$ cat src/rtl/apb_arb_pkg.sv
// Purpose: shared types and defaults for the APB requester arbiter.
// Latency: none, declarations only.
// Backpressure: none, declarations only.
// Contents: FSM state encoding and the default APB address and data widths.
package apb_arb_pkg;

   typedef enum logic [1:0] {
      IDLE = 2'd0,
      WAIT = 2'd1,
      RESP = 2'd2
   } arb_state_e;

   localparam int ARB_AW_DEF = 8;
   localparam int ARB_DW_DEF = 8;

endpackage

$ cat src/rtl/apb_rr_picker.sv
// Purpose: combinational round-robin picker over NREQ request lines.
// Latency: zero cycles, purely combinational.
// Backpressure: none; the caller decides when to use the pick.
// Ports:
//   req        in   NREQ  request lines
//   last_grant in   IW    index of the previous winner
//   grant_oh   out  NREQ  one-hot winner, all zero when req is zero
//   grant_idx  out  IW    index of the winner, 0 when req is zero
module apb_rr_picker #(
   parameter int NREQ = 2,
   parameter int IW   = (NREQ > 1) ? $clog2(NREQ) : 1
) (
   input  logic [NREQ-1:0] req,
   input  logic [IW-1:0]   last_grant,
   output logic [NREQ-1:0] grant_oh,
   output logic [IW-1:0]   grant_idx
);

   logic [IW-1:0] cand;
   logic          found;

   // Walk the candidates starting one past the last winner, wrapping at
   // NREQ-1.  The first set request wins.
   always_comb begin
      grant_oh  = '0;
      grant_idx = '0;
      found     = 1'b0;
      cand      = last_grant;
      for (int k = 0; k < NREQ; k++) begin
         cand = (cand == IW'(NREQ - 1)) ? '0 : cand + IW'(1);
         if (!found && req[cand]) begin
            found          = 1'b1;
            grant_idx      = cand;
            grant_oh[cand] = 1'b1;
         end
      end
   end

endmodule

$ cat src/rtl/apb_req_arbiter.sv
// Purpose: round-robin share of one APB master command port between NREQ requesters.
// Latency: m_transfer one cycle after req is sampled; done one cycle after m_pready.
// Backpressure: the command is held on the master port until m_pready; req levels wait unserved meanwhile.
// Ports:
//   pclk, presetn (sync, active-high) | req/req_rw/req_addr/req_wdata: flattened per-requester command
//   done/rsp_rdata/rsp_err: one-cycle response | busy: FSM not idle
//   m_*: command to and response from apb_topmodule
// Option: define APB_ARB_TIMEOUT_EN to end WAIT with an error after TO_CYCLES cycles.
module apb_req_arbiter
   import apb_arb_pkg::*;
#(
   parameter int NREQ      = 2,
   parameter int AW        = ARB_AW_DEF,
   parameter int DW        = ARB_DW_DEF,
   parameter int TO_CYCLES = 16
) (
   input  logic               pclk,
   input  logic               presetn,
   input  logic [NREQ-1:0]    req,
   input  logic [NREQ-1:0]    req_rw,
   input  logic [NREQ*AW-1:0] req_addr,
   input  logic [NREQ*DW-1:0] req_wdata,
   output logic [NREQ-1:0]    done,
   output logic [DW-1:0]      rsp_rdata,
   output logic               rsp_err,
   output logic               busy,
   output logic               m_transfer,
   output logic               m_read_write,
   output logic [AW-1:0]      m_write_paddr,
   output logic [AW-1:0]      m_read_paddr,
   output logic [DW-1:0]      m_write_data,
   input  logic               m_pready,
   input  logic               m_pslverr,
   input  logic [DW-1:0]      m_prdata
);

   localparam int IW = (NREQ > 1) ? $clog2(NREQ) : 1;

   if (NREQ < 2 || NREQ > 8 || TO_CYCLES < 1) begin : g_bad_cfg
      $error("apb_req_arbiter: NREQ must be 2..8 and TO_CYCLES at least 1");
   end

   arb_state_e    state_q, state_d;
   logic [IW-1:0] last_grant_q, last_grant_d;
   logic [IW-1:0] gnt_q, gnt_d;
   logic          rw_q, rw_d;
   logic [AW-1:0] addr_q, addr_d;
   logic [DW-1:0] wdata_q, wdata_d;
   logic [DW-1:0] rdata_q, rdata_d;
   logic          err_q, err_d;

   logic [NREQ-1:0] pick_oh;
   logic [IW-1:0]   pick_idx;

`ifdef APB_ARB_TIMEOUT_EN
   localparam int CW = $clog2(TO_CYCLES + 1);
   logic [CW-1:0] cnt_q, cnt_d;
`endif

   apb_rr_picker #(
      .NREQ (NREQ),
      .IW   (IW)
   ) u_picker (
      .req        (req),
      .last_grant (last_grant_q),
      .grant_oh   (pick_oh),
      .grant_idx  (pick_idx)
   );

   always_comb begin
      state_d      = state_q;
      last_grant_d = last_grant_q;
      gnt_d        = gnt_q;
      rw_d         = rw_q;
      addr_d       = addr_q;
      wdata_d      = wdata_q;
      rdata_d      = rdata_q;
      err_d        = err_q;
`ifdef APB_ARB_TIMEOUT_EN
      cnt_d        = cnt_q;
`endif
      case (state_q)
         IDLE: begin
            if (|pick_oh) begin
               // Only the winner's command is captured; later input changes
               // cannot disturb the transfer in flight.
               gnt_d   = pick_idx;
               rw_d    = req_rw[pick_idx];
               addr_d  = req_addr[pick_idx*AW +: AW];
               wdata_d = req_wdata[pick_idx*DW +: DW];
               state_d = WAIT;
`ifdef APB_ARB_TIMEOUT_EN
               cnt_d   = '0;
`endif
            end
         end
         WAIT: begin
            // m_pready takes priority over the timeout in the same cycle.
            if (m_pready) begin
               rdata_d = rw_q ? '0 : m_prdata;
               err_d   = m_pslverr;
               state_d = RESP;
            end
`ifdef APB_ARB_TIMEOUT_EN
            else if (cnt_q == CW'(TO_CYCLES - 1)) begin
               rdata_d = '0;
               err_d   = 1'b1;
               state_d = RESP;
            end else begin
               cnt_d = cnt_q + CW'(1);
            end
`endif
         end
         RESP: begin
            last_grant_d = gnt_q;
            state_d      = IDLE;
         end
         default: state_d = IDLE;
      endcase
   end

   always_ff @(posedge pclk) begin
      if (presetn) begin
         state_q      <= IDLE;
         last_grant_q <= IW'(NREQ - 1);
         gnt_q        <= '0;
         rw_q         <= 1'b0;
         addr_q       <= '0;
         wdata_q      <= '0;
         rdata_q      <= '0;
         err_q        <= 1'b0;
`ifdef APB_ARB_TIMEOUT_EN
         cnt_q        <= '0;
`endif
      end else begin
         state_q      <= state_d;
         last_grant_q <= last_grant_d;
         gnt_q        <= gnt_d;
         rw_q         <= rw_d;
         addr_q       <= addr_d;
         wdata_q      <= wdata_d;
         rdata_q      <= rdata_d;
         err_q        <= err_d;
`ifdef APB_ARB_TIMEOUT_EN
         cnt_q        <= cnt_d;
`endif
      end
   end

   // Every output is a gate of registered state, so reset forces all of
   // them to zero on the following cycle.
   always_comb begin
      busy          = (state_q != IDLE);
      m_transfer    = (state_q == WAIT);
      m_read_write  = m_transfer & rw_q;
      m_write_paddr = (m_transfer &&  rw_q) ? addr_q  : '0;
      m_read_paddr  = (m_transfer && !rw_q) ? addr_q  : '0;
      m_write_data  = (m_transfer &&  rw_q) ? wdata_q : '0;
      done          = (state_q == RESP) ? (NREQ'(1) << gnt_q) : '0;
      rsp_rdata     = (state_q == RESP) ? rdata_q : '0;
      rsp_err       = (state_q == RESP) & err_q;
   end

endmodule

$ cat config.mk
export PLATFORM = sky130hd
export DESIGN_NAME = apb_req_arbiter
export DESIGN_NICKNAME = d
export VERILOG_FILES = /design/src/rtl/apb_arb_pkg.sv /design/src/rtl/apb_rr_picker.sv /design/src/rtl/apb_req_arbiter.sv
export SDC_FILE = /design/constraint.sdc
export NUM_CORES = 1
export LEC_CHECK = 0
export CORE_ASPECT_RATIO = 1.2
export CORE_MARGIN = 3
export CORE_UTILIZATION = 42
export DETAILED_ROUTE_END_ITERATION = 8
export PLACE_DENSITY = 0.85
export SYNTH_ARGS = -nofsm -noshare
export SYNTH_HDL_FRONTEND = slang
export SYNTH_SLANG_ARGS = --single-unit
$ cat constraint.sdc
create_clock -name pclk -period 3.9 [get_ports pclk]
set_clock_uncertainty 0.1 [all_clocks]
set_input_delay 0.975 -clock pclk [delete_from_list [all_inputs] [get_ports pclk]]
set_output_delay 0.975 -clock pclk [all_outputs]
set_load 0.01 [all_outputs]
# After elaboration in Yosys (flattened, before gate mapping)
# Cells that the tools add are included.
[word_totals]
ram_bits = 0
latch_bits = 0
ff_bits = 30
memories = 0
word_cells = 64
output_inout_bits = 38
rom_bits = 0
[classes]
n_mux = 26
reduce_logical = 13
multipliers = 0
addsub = 2
eq_ne = 4
n_div = 0
n_shift = 3
n_lt_le_gt_ge = 5
n_bitwise = 3
[ops]
columns = ["operator", "n"]
rows = [
  ["8-bit two-way mux", 5],
  ["16-bit by 5-bit indexed part select with 8-bit output", 2],
  ["1-bit two-way mux", 13],
  ["2-bit two-way mux", 5],
  ["1-bit by 2-bit less-than comparator with 1-bit output (second input constant)", 3],
  ["2-bit AND reduction", 3],
  ["1-bit logical AND", 5],
  ["2-bit one-hot mux with 2 select lines", 1],
  ["1-bit adder (second input constant)", 2],
  ["1-bit bitwise AND", 2],
  ["1-bit demux with 1-bit select", 2],
  ["2-bit by 1-bit equality test with 1-bit output (second input constant)", 1],
  ["2-bit equality test (second input constant)", 1],
  ["1-bit greater-or-equal comparator (second input constant)", 2],
  ["1-bit logical NOT", 2],
  ["2-bit logical NOT", 1],
  ["2-bit by 1-bit != test with 1-bit output (second input constant)", 1],
  ["2-bit != test (second input constant)", 1],
  ["2-bit bitwise OR", 1],
  ["2-bit nonzero test", 1],
  ["2-bit OR reduction", 1],
  ["1-bit by 1-bit << shifter with 2-bit output (first input constant)", 1],
]

# Logic depth before layout (Yosys ltp)
# Gate-level depths: netlist (run 1).
[logic_depth]
depth_word = 13
mapped_depth = 5
ltp_nobuf = 4

# Hierarchy
# From an unflattened synthesis (run 1), not the netlist that was laid out.
[unflattened]
cells_unflattened = 164
hier_area_um2 = 1604.0
[modules_own_cells]
columns = ["module", "area_each_um2", "seq_area_each_um2", "cells_per_inst", "n_inst"]
rows = [
  ["apb_req_arbiter", 1577.8, 600.6, 160, 1],
  ["apb_rr_picker", 26.3, 0.0, 4, 1],
]

# Worst setup path before layout (run 1)
# Ideal clock, no wire load.
[synth_path]
path_kind = "register to output"
start = "register state_q[1]"
end = "output port m_write_paddr[0]"
required_ns = 2.825
arrival_time_ns = 1.072
n_path_buf = 1
setup_slack_ns = 1.753
stages_incl_launch_ff = 4
path_cell_list = "dfxtp_1 and2b_2 clkbuf_1 and3_2"
[synth_between]
elab_chain_len = 3
[synth_lines]
columns = ["element", "line", "text"]
rows = [
  ["start: declaration", "apb_req_arbiter.sv:43", "arb_state_e state_q, state_d;"],
  ["start signal: assignment", "apb_req_arbiter.sv:136", "state_q <= state_d;"],
  ["2-bit by 1-bit equality test with 1-bit output", "apb_req_arbiter.sv:154", "m_transfer = (state_q == WAIT);"],
  ["1-bit logical AND", "apb_req_arbiter.sv:156", "m_write_paddr = (m_transfer && rw_q) ? addr_q : '0;"],
  ["8-bit two-way mux", "apb_req_arbiter.sv:156", ""],
  ["end: declaration", "apb_req_arbiter.sv:29", "output logic [AW-1:0] m_write_paddr,"],
]
# Every way passes these cells.

# Final worst setup path (run 1)
[layout_path]
start = "register rw_q"
end = "output port m_read_paddr[6]"
[layout_between]
elab_chain_len = 3
[layout_lines]
columns = ["element", "line", "text"]
rows = [
  ["start: declaration", "apb_req_arbiter.sv:46", "logic rw_q, rw_d;"],
  ["start signal: assignment", "apb_req_arbiter.sv:139", "rw_q <= rw_d;"],
  ["1-bit logical NOT", "apb_req_arbiter.sv:157", "m_read_paddr = (m_transfer && !rw_q) ? addr_q : '0;"],
  ["1-bit logical AND", "apb_req_arbiter.sv:157", ""],
  ["8-bit two-way mux", "apb_req_arbiter.sv:157", ""],
  ["end: declaration", "apb_req_arbiter.sv:30", "output logic [AW-1:0] m_read_paddr,"],
]
# Every way passes these cells.

==> impl_metrics.tcl, run 1 <==
set metrics [dict create \
    status "finished, final reports clean" \
    diodes 0 \
    wire_per_inst_um 14.7 \
    core_um2 3660 \
    max_stage_delay_ns 0.54 \
    r2r_cells 3 \
    yosys_most_used_dff "dfxtp_1" \
    whs_path_depth 1 \
    grt_use_total 0.197 \
    die_h_um 73.9 \
    grt_max_degree 24 \
    leakage_nw 1.01 \
    worstSetupEndpointType "output port" \
    cts_buffers 5 \
    crit_required_ns 2.82 \
    worstMarginPinSlew_ns 0.660 \
    irDropWorstVdd_mv 0.207 \
    die_area_um2 4630 \
    power_mw 0.865 \
    synth_edf_count 0 \
    avgViaCountPerCell 5.17 \
    clock-sinks 30 \
    path_cells "nor3b_4, and2_2, clkdlybuf4s50_1" \
    wl_um 4600 \
    critical_path.startpoint_type "flop" \
    clk_pin_slew_ns 0.06 \
    cts_tree "done" \
    final_core_util 0.691 \
    wl_met3_um 307 \
    grt_pass1_wl_um 7070 \
    fin_tns_setup_ns 0 \
    hp-class "flop to flop" \
    period_needed_ns 3.08 \
    vias 1613 \
    wl_met2_um 2330 \
    synthesis.nets 228 \
    ys_seq_elements 30 \
    gr-total-overflow 0 \
    cap_violations 0 \
    place.gp.congestion 0.852 \
    grt_antenna_before_repair 0 \
    rows 24 \
    rsz0062_at_grt "no" \
    synth_cell_types 32 \
    clk_path_buf_depth 2 \
    dp_hpwl_um 3250 \
    grt_pass1_vias 1457 \
    ys_seq_area_frac 0.372 \
    r2r-end "rdata_q[3]$_SDFFE_PP0P_" \
    async_flop_share 0 \
    finalHoldViolCount 0 \
    pre_cts_slack_ns 1.13 \
    first_iter_violations 48 \
    cp_data_arrival_time_ns 2.00 \
    top_layer "met4" \
    hold_buffers 0 \
    finalCritPeriodShare 0.790 \
    final_nets 308 \
    met1_length_um 1870 \
    timing.rr.start "rw_q$_SDFFE_PP0P_" \
    yosysWarnings 0 \
    timing.max_slew.rel_slack 0.560 \
    crit_slowest_cell "clkdlybuf4s50_1" \
    design.portCount 86 \
    postCtsSetupBuffers 0 \
    finalMaxSlewViolations 0 \
    cts_resized 0 \
    critPathKind "flop to output port" \
    ff2ff_setup_slack_ns 2.18 \
    area_growth_pct 56.6 \
    drt_first_pass_iters 4 \
    final_cell_area_um2 2530 \
    crit_fanout 19 \
    ant_nets 0 \
    drc_errors 0 \
    finalWorstSetupSlack_ns 0.820 \
    synthCells 180 \
    fmax_mhz 325 \
    min_to "rdata_q[6]$_SDFFE_PP0P_" \
    hp-start "rdata_q[6]$_SDFFE_PP0P_" \
    synth_area_per_cell_um2 8.97 \
    fp.dieW_um 62.6 \
    placed_area_um2 2420 \
    ctsRootBufferMaster "clkbuf_8" \
    drive_gt1_frac 0.138 \
    start_util 0.441 \
    synth_area_um2 1620 \
    htree_levels 2 \
    worst_skew_pair.late_latency_ns 0.28 \
    powerDensity_nw_per_um2 342 \
    port_buffers 85 \
    setup_violations 0 \
]
==> cell families after synthesis <==
family,synth area share
and+or+nand+nor,0.293
DFF,0.372
AOI/OAI and AO/OA,0.253
buffers and inverters,0.0821
==> cells in the final DEF, fill, tap and decap left out, types with 2 or more instances in the layout <==
cell type,Yosys,routed
and3_1,10,10
nand2b_1,2,2
nor2_1,2,2
nand2_1,35,35
a21oi_1,20,20
a22o_2,2,2
and2_1,11,11
clkdlybuf4s50_1,0,85
a22o_1,6,6
buf_4,0,2
and3b_1,2,2
and3_2,6,6
dfxtp_1,30,30
a311oi_1,14,14
a311oi_2,3,3
clkbuf_8,0,6
and2_2,8,8
nand3_1,2,2
==> sequential cells by signal (all words and copies together) (netlist names) <==
register / count
err_q: 1
state_q: 2
rdata_q: 8
wdata_q: 8
last_grant_q: 1
gnt_q: 1
addr_q: 8
rw_q: 1
==> Yosys cell counts (3+ instances only) <==
cell | number | area share
and3_1 | 10 | 0.039
dfxtp_1 | 30 | 0.37
a21oi_1 | 20 | 0.062
nand2_1 | 35 | 0.081
buf_6 | 7 | 0.049
and2_1 | 11 | 0.043
a22o_1 | 6 | 0.033
and2_2 | 8 | 0.037
a311oi_1 | 14 | 0.076
clkbuf_1 | 4 | 0.0093
a311oi_2 | 3 | 0.028
and3_2 | 6 | 0.028
==> routing by layer <==
layer,vias to the layer above,track usage
met4,0,0.113
met5,-,0
li1,804,-
met1,747,0.223
met3,8,0.0589
met2,54,0.336
==> worst max-delay path by stage <==
stage	start	end	slack, ns	depth (start not counted)
global placement	rw_q$_SDFFE_PP0P_	m_read_paddr[3]	1.14	3
CTS	state_q[1]$_SDFFE_PP0P_	done[1]	0.82	3
global route	state_q[1]$_SDFFE_PP0P_	done[1]	0.73	3
floorplan	state_q[1]$_SDFFE_PP0P_	m_write_paddr[0]	1.75	3
detailed placement	rw_q$_SDFFE_PP0P_	m_read_paddr[2]	1.13	3
finish	rw_q$_SDFFE_PP0P_	m_read_paddr[6]	0.82	3
==> critical path, delay by kind of cell (launching register included) <==
family        cells  cell delay, ns
buf+inv           1            0.54
flops             1            0.51
simple gates      2            0.67
==> area by class of cell <==
class / count / area, µm²
clock buffers: 6 / 82.6
flip-flops and latches: 30 / 601
multi-input cells: 135 / 882
repair buffers: 87 / 866
inverters: 1 / 3.75
clock inverters: 1 / 30.0
well taps: 52 / 65.1
fillers: 306 / 1130
==> metrics by stage <==
stage / instances / hold slack [ns]
2_1_floorplan: 180 / 0.334
3_3_place_gp: 305 / 0.351
3_5_place_dp: 305 / 0.354
4_1_cts: 312 / 0.370
5_1_grt: 312 / 0.381
6_report: 312 / 0.368
==> report_power, final <==
part | switching [mW] | internal, mW
clock | 0.119 | 0.204
sequential | 0.0211 | 0.334
combinational | 0.0848 | 0.102
total | 0.224 | 0.640
Power figures use the tool's default switching activity.
==> run 2: changes to the inputs <==
--- a/config.mk
+++ b/config.mk
@@ -7,9 +7,9 @@
 export LEC_CHECK = 0
 export CORE_ASPECT_RATIO = 1.2
 export CORE_MARGIN = 3
-export CORE_UTILIZATION = 42
+export CORE_UTILIZATION = 39
 export DETAILED_ROUTE_END_ITERATION = 8
-export PLACE_DENSITY = 0.85
+export PLACE_DENSITY = 0.8
 export SYNTH_ARGS = -nofsm -noshare
 export SYNTH_HDL_FRONTEND = slang
 export SYNTH_SLANG_ARGS = --single-unit
==> constraint.sdc (replaced) <==
create_clock -name pclk -period 3.1 [get_ports pclk]
set_clock_uncertainty 0.1 [all_clocks]
set_input_delay 0.775 -clock pclk [delete_from_list [all_inputs] [get_ports pclk]]
set_output_delay 0.775 -clock pclk [all_outputs]
set_load 0.01 [all_outputs]
==> impl_metrics.tcl, run 2 (synthesis gave the netlist of run 1 again) <==
set metrics [dict create \
    grt_pass1_wl_um 7130 \
    wire_per_inst_um 14.3 \
    multi_input_area_um2 882 \
    whs_path_depth 1 \
    critical_path.startpoint_type "flop" \
    irDropWorstVdd_mv 0.248 \
    avgViaCountPerCell 5.06 \
    crit_fanout 19 \
    min_to "rdata_q[6]$_SDFFE_PP0P_" \
    cts_buffers 5 \
    period_needed_ns 2.83 \
    drc_errors 0 \
    worstSetupEndpointType "output port" \
    crit_start "rw_q$_SDFFE_PP0P_" \
    fin_tns_setup_ns 0 \
    fmax_mhz 353 \
    area_growth_pct 54.5 \
    diodes 0 \
    hold_buffers 0 \
    design.portCount 86 \
    grt_use_total 0.184 \
    rows 25 \
    rsz0062_at_grt "no" \
    worst_skew_pair.late_latency_ns 0.28 \
    cts_tree "done" \
    grt_antenna_before_repair 0 \
    cp_data_arrival_time_ns 1.96 \
    critPathKind "flop to output port" \
    finalWorstSetupSlack_ns 0.270 \
    power_mw 0.973 \
    layout_commonest_cell "clkdlybuf4s50_1" \
    first_iter_violations 75 \
    drt_first_pass_iters 4 \
    place.gp.congestion 0.823 \
    leakage_nw 0.993 \
    crit_required_ns 2.22 \
    gr-total-overflow 0 \
    core_um2 3970 \
    die_h_um 76.5 \
    worstMarginPinSlew_ns 0.692 \
    powerDensity_nw_per_um2 390 \
    finalHoldViolCount 0 \
    dp_hpwl_um 3150 \
    hp-class "flop to flop" \
    r2r_cells 3 \
    ff2ff_setup_slack_ns 1.44 \
    pre_cts_slack_ns 0.552 \
    clk_pin_slew_ns 0.06 \
    ff_latch_area_um2 601 \
    cap_violations 0 \
    port_buffers 85 \
    status "finished, final reports clean" \
    layout_common_cells "clkdlybuf4s50_1 (85), nand2_1 (35), dfxtp_1 (30)" \
    wl_um 4480 \
    clock-sinks 30 \
    timing.rr.start "rw_q$_SDFFE_PP0P_" \
    postCtsSetupBuffers 0 \
    die_area_um2 4950 \
    fp.dieW_um 64.8 \
    start_util 0.407 \
    vias 1588 \
    drive_gt1_frac 0.131 \
    setup_violations 0 \
    fillers 360 \
    final_nets 308 \
    finalCritPeriodShare 0.913 \
    htree_levels 2 \
    clk_path_buf_depth 2 \
    timing.max_slew.rel_slack 0.538 \
    fin_hold_ws_ns 0.368 \
    grt_pass1_vias 1487 \
    top_regs "addr_q (8), rdata_q (8), wdata_q (8)" \
    r2r-end "rdata_q[1]$_SDFFE_PP0P_" \
    ctsRootBufferMaster "clkbuf_8" \
    ant_nets 0 \
    hp-start "rdata_q[6]$_SDFFE_PP0P_" \
    grt_max_degree 24 \
    finalMaxSlewViolations 0 \
    cts_resized 0 \
]
-- run 2: worst max-delay path by stage --
stage / endpoint / slack [ns] / cells after the start
2_1_floorplan: m_write_paddr[0] / 1.15 / 3
3_3_place_gp: m_read_paddr[3] / 0.56 / 3
3_5_place_dp: m_read_paddr[0] / 0.55 / 3
4_1_cts: m_read_paddr[0] / 0.23 / 3
5_1_grt: done[1] / 0.08 / 3
6_report: m_read_paddr[0] / 0.27 / 3
-- run 2: worst max-delay path, cell delays in order, from the launching register on --
cell             delay [ns]
dfxtp_1                0.50
nor3b_4                0.44
and2_2                 0.21
clkdlybuf4s50_1        0.53
-- run 2: power breakdown --
part | switching, mW | leakage, nW | internal [mW]
sequential | 0.0264 | 0.247 | 0.420
combinational | 0.106 | 0.707 | 0.128
clock | 0.138 | 0.0383 | 0.154
total | 0.270 | 0.993 | 0.703
-- run 2: final cells by class --
class / instances / share of cell area
Sequential cell: 30 / 0.241
Tap cell: 54 / 0.0271
Multi-Input combinational cell: 135 / 0.353
Timing Repair Buffer: 87 / 0.347
Inverter: 1 / 0.00150
Clock buffer: 7 / 0.0306
-- run 2: stage by stage --
stage                     utilization  area, µm²  std cells
final                           0.628       2500        314
after global routing            0.628       2500        314
after CTS                       0.628       2500        314
after detailed placement        0.609       2420        307
after global placement          0.609       2420        307
after floorplan                     -       1620        180
-- run 2: layer usage --
metal	vias up	GRT usage	wire length (µm)
met1	725	0.211	1850
li1	802	-	-
met3	8	0.0664	269
met4	0	0.0867	115
met2	53	0.300	2240
met5	-	0	0
==> run 3: changes to the inputs <==
--- a/config.mk
+++ b/config.mk
@@ -7,9 +7,8 @@
 export LEC_CHECK = 0
 export CORE_ASPECT_RATIO = 1.2
 export CORE_MARGIN = 3
-export CORE_UTILIZATION = 39
+export CORE_UTILIZATION = 25
 export DETAILED_ROUTE_END_ITERATION = 8
-export PLACE_DENSITY = 0.8
 export SYNTH_ARGS = -nofsm -noshare
 export SYNTH_HDL_FRONTEND = slang
 export SYNTH_SLANG_ARGS = --single-unit
==> impl_metrics.tcl, run 3 (synthesis gave the netlist of run 1 again) <==
set metrics [dict create \
    status "finished, final reports clean" \
    setup_violations 0 \
    grt_pass1_wl_um 7730 \
    area_growth_pct 58.2 \
    drt_first_pass_iters 4 \
    finalHoldViolCount 0 \
    cts_tree "done" \
    die_area_um2 7470 \
    postCtsSetupBuffers 0 \
    place.gp.congestion 0.732 \
    first_iter_violations 86 \
    pre_cts_slack_ns 0.550 \
    htree_levels 2 \
    drive_gt1_frac 0.148 \
    port_buffers 85 \
    rows 31 \
    fmax_mhz 354 \
    drc_errors 0 \
    irDropWorstVdd_mv 0.148 \
    core_um2 6170 \
    rsz0062_at_grt "no" \
    ant_nets 0 \
    met1_length_um 2050 \
    grt_pass1_vias 1542 \
    worst_skew_pair.late_latency_ns 0.28 \
    layout_common_cells "clkdlybuf4s50_1 (85), nand2_1 (35), dfxtp_1 (30)" \
    max_stage_delay_ns 0.54 \
    powerDensity_nw_per_um2 385 \
    period_needed_ns 2.83 \
    grt_max_degree 24 \
    cts_resized 0 \
    diodes 0 \
    fin_tns_setup_ns 0 \
    wire_per_inst_um 14.4 \
    grt_antenna_before_repair 0 \
    finalWorstSetupSlack_ns 0.272 \
    cap_violations 0 \
    wl_um 4970 \
    die_h_um 94.1 \
    path_cells "nor2b_1, and2_1, clkdlybuf4s50_1" \
    finalCritPeriodShare 0.912 \
    clock-sinks 30 \
    dp_hpwl_um 3670 \
    leakage_nw 1.01 \
    ctsRootBufferMaster "clkbuf_8" \
    fp.dieW_um 79.4 \
    start_util 0.262 \
    layout_commonest_cell "clkdlybuf4s50_1" \
    top_regs "addr_q (8), rdata_q (8), wdata_q (8)" \
    wl_met3_um 380 \
    grt_use_total 0.134 \
    top_layer "met4" \
    hold_buffers 0 \
    crit_fanout 10 \
    timing.max_slew.rel_slack 0.621 \
    clk_pin_slew_ns 0.06 \
    cp_data_arrival_time_ns 1.95 \
    design.portCount 86 \
    crit_slowest_cell "clkdlybuf4s50_1" \
    power_mw 0.984 \
    fin_hold_ws_ns 0.364 \
    worstSetupEndpointType "output port" \
    worstMarginPinSlew_ns 0.568 \
    cts_buffers 5 \
    critPathKind "flop to output port" \
    finalMaxSlewViolations 0 \
    vias 1608 \
    critical_path.startpoint_type "flop" \
    wl_met2_um 2470 \
    crit_required_ns 2.22 \
    avgViaCountPerCell 4.66 \
    clk_path_buf_depth 2 \
    final_nets 311 \
    hp-class "flop to flop" \
    gr-total-overflow 0 \
]
## run 3: report_power, final
part / internal [mW] / leakage (nW) / total (mW) / switching (mW)
Combinational: 0.132 / 0.722 / 0.247 / 0.115
Sequential: 0.420 / 0.247 / 0.441 / 0.0211
Clock: 0.150 / 0.0438 / 0.296 / 0.145
## run 3: per-layer routing
layer	GRT usage	up-vias
li1	-	809
met3	0.0403	5
met5	0	-
met4	0.0516	0
met1	0.151	733
met2	0.235	61
## run 3: layout make-up
cell class                      count  area (µm²)
Timing Repair Buffer               90         888
Tap cell                           82         103
Sequential cell                    30         601
Clock buffer                        5        68.8
Clock inverter                      2        10.0
Multi-Input combinational cell    135         882
Fill cell                         635        3610
Inverter                            1        3.75
## run 3: final timing paths
| kind | to | depth (start not counted) | startpoint | slack (ns) |
|---|---|---|---|---|
| worst min-delay path | rdata_q[5]$_SDFFE_PP0P_ | 1 | rdata_q[5]$_SDFFE_PP0P_ | 0.36 |
| worst max register to register | wdata_q[4]$_SDFFE_PP0P_ | 5 | state_q[1]$_SDFFE_PP0P_ | 1.44 |
| worst max-delay path | done[1] | 3 | state_q[1]$_SDFFE_PP0P_ | 0.27 |
| worst min register to register | rdata_q[5]$_SDFFE_PP0P_ | 1 | rdata_q[5]$_SDFFE_PP0P_ | 0.36 |
## run 3: per-stage QoR
step / cell area, µm² / cells / util
after global routing: 2560 / 345 / 0.414
after detailed placement: 2480 / 338 / 0.402
after floorplan: 1620 / 180 / -
after global placement: 2480 / 338 / 0.402
final: 2560 / 345 / 0.414
after CTS: 2560 / 345 / 0.414
## run 3: critical path, delay by kind of cell (launching register included)
kind | cells | cell delay [ns]
flip-flops | 1 | 0.44
buffers and inverters | 1 | 0.54
AND/OR/NAND/NOR | 2 | 0.69
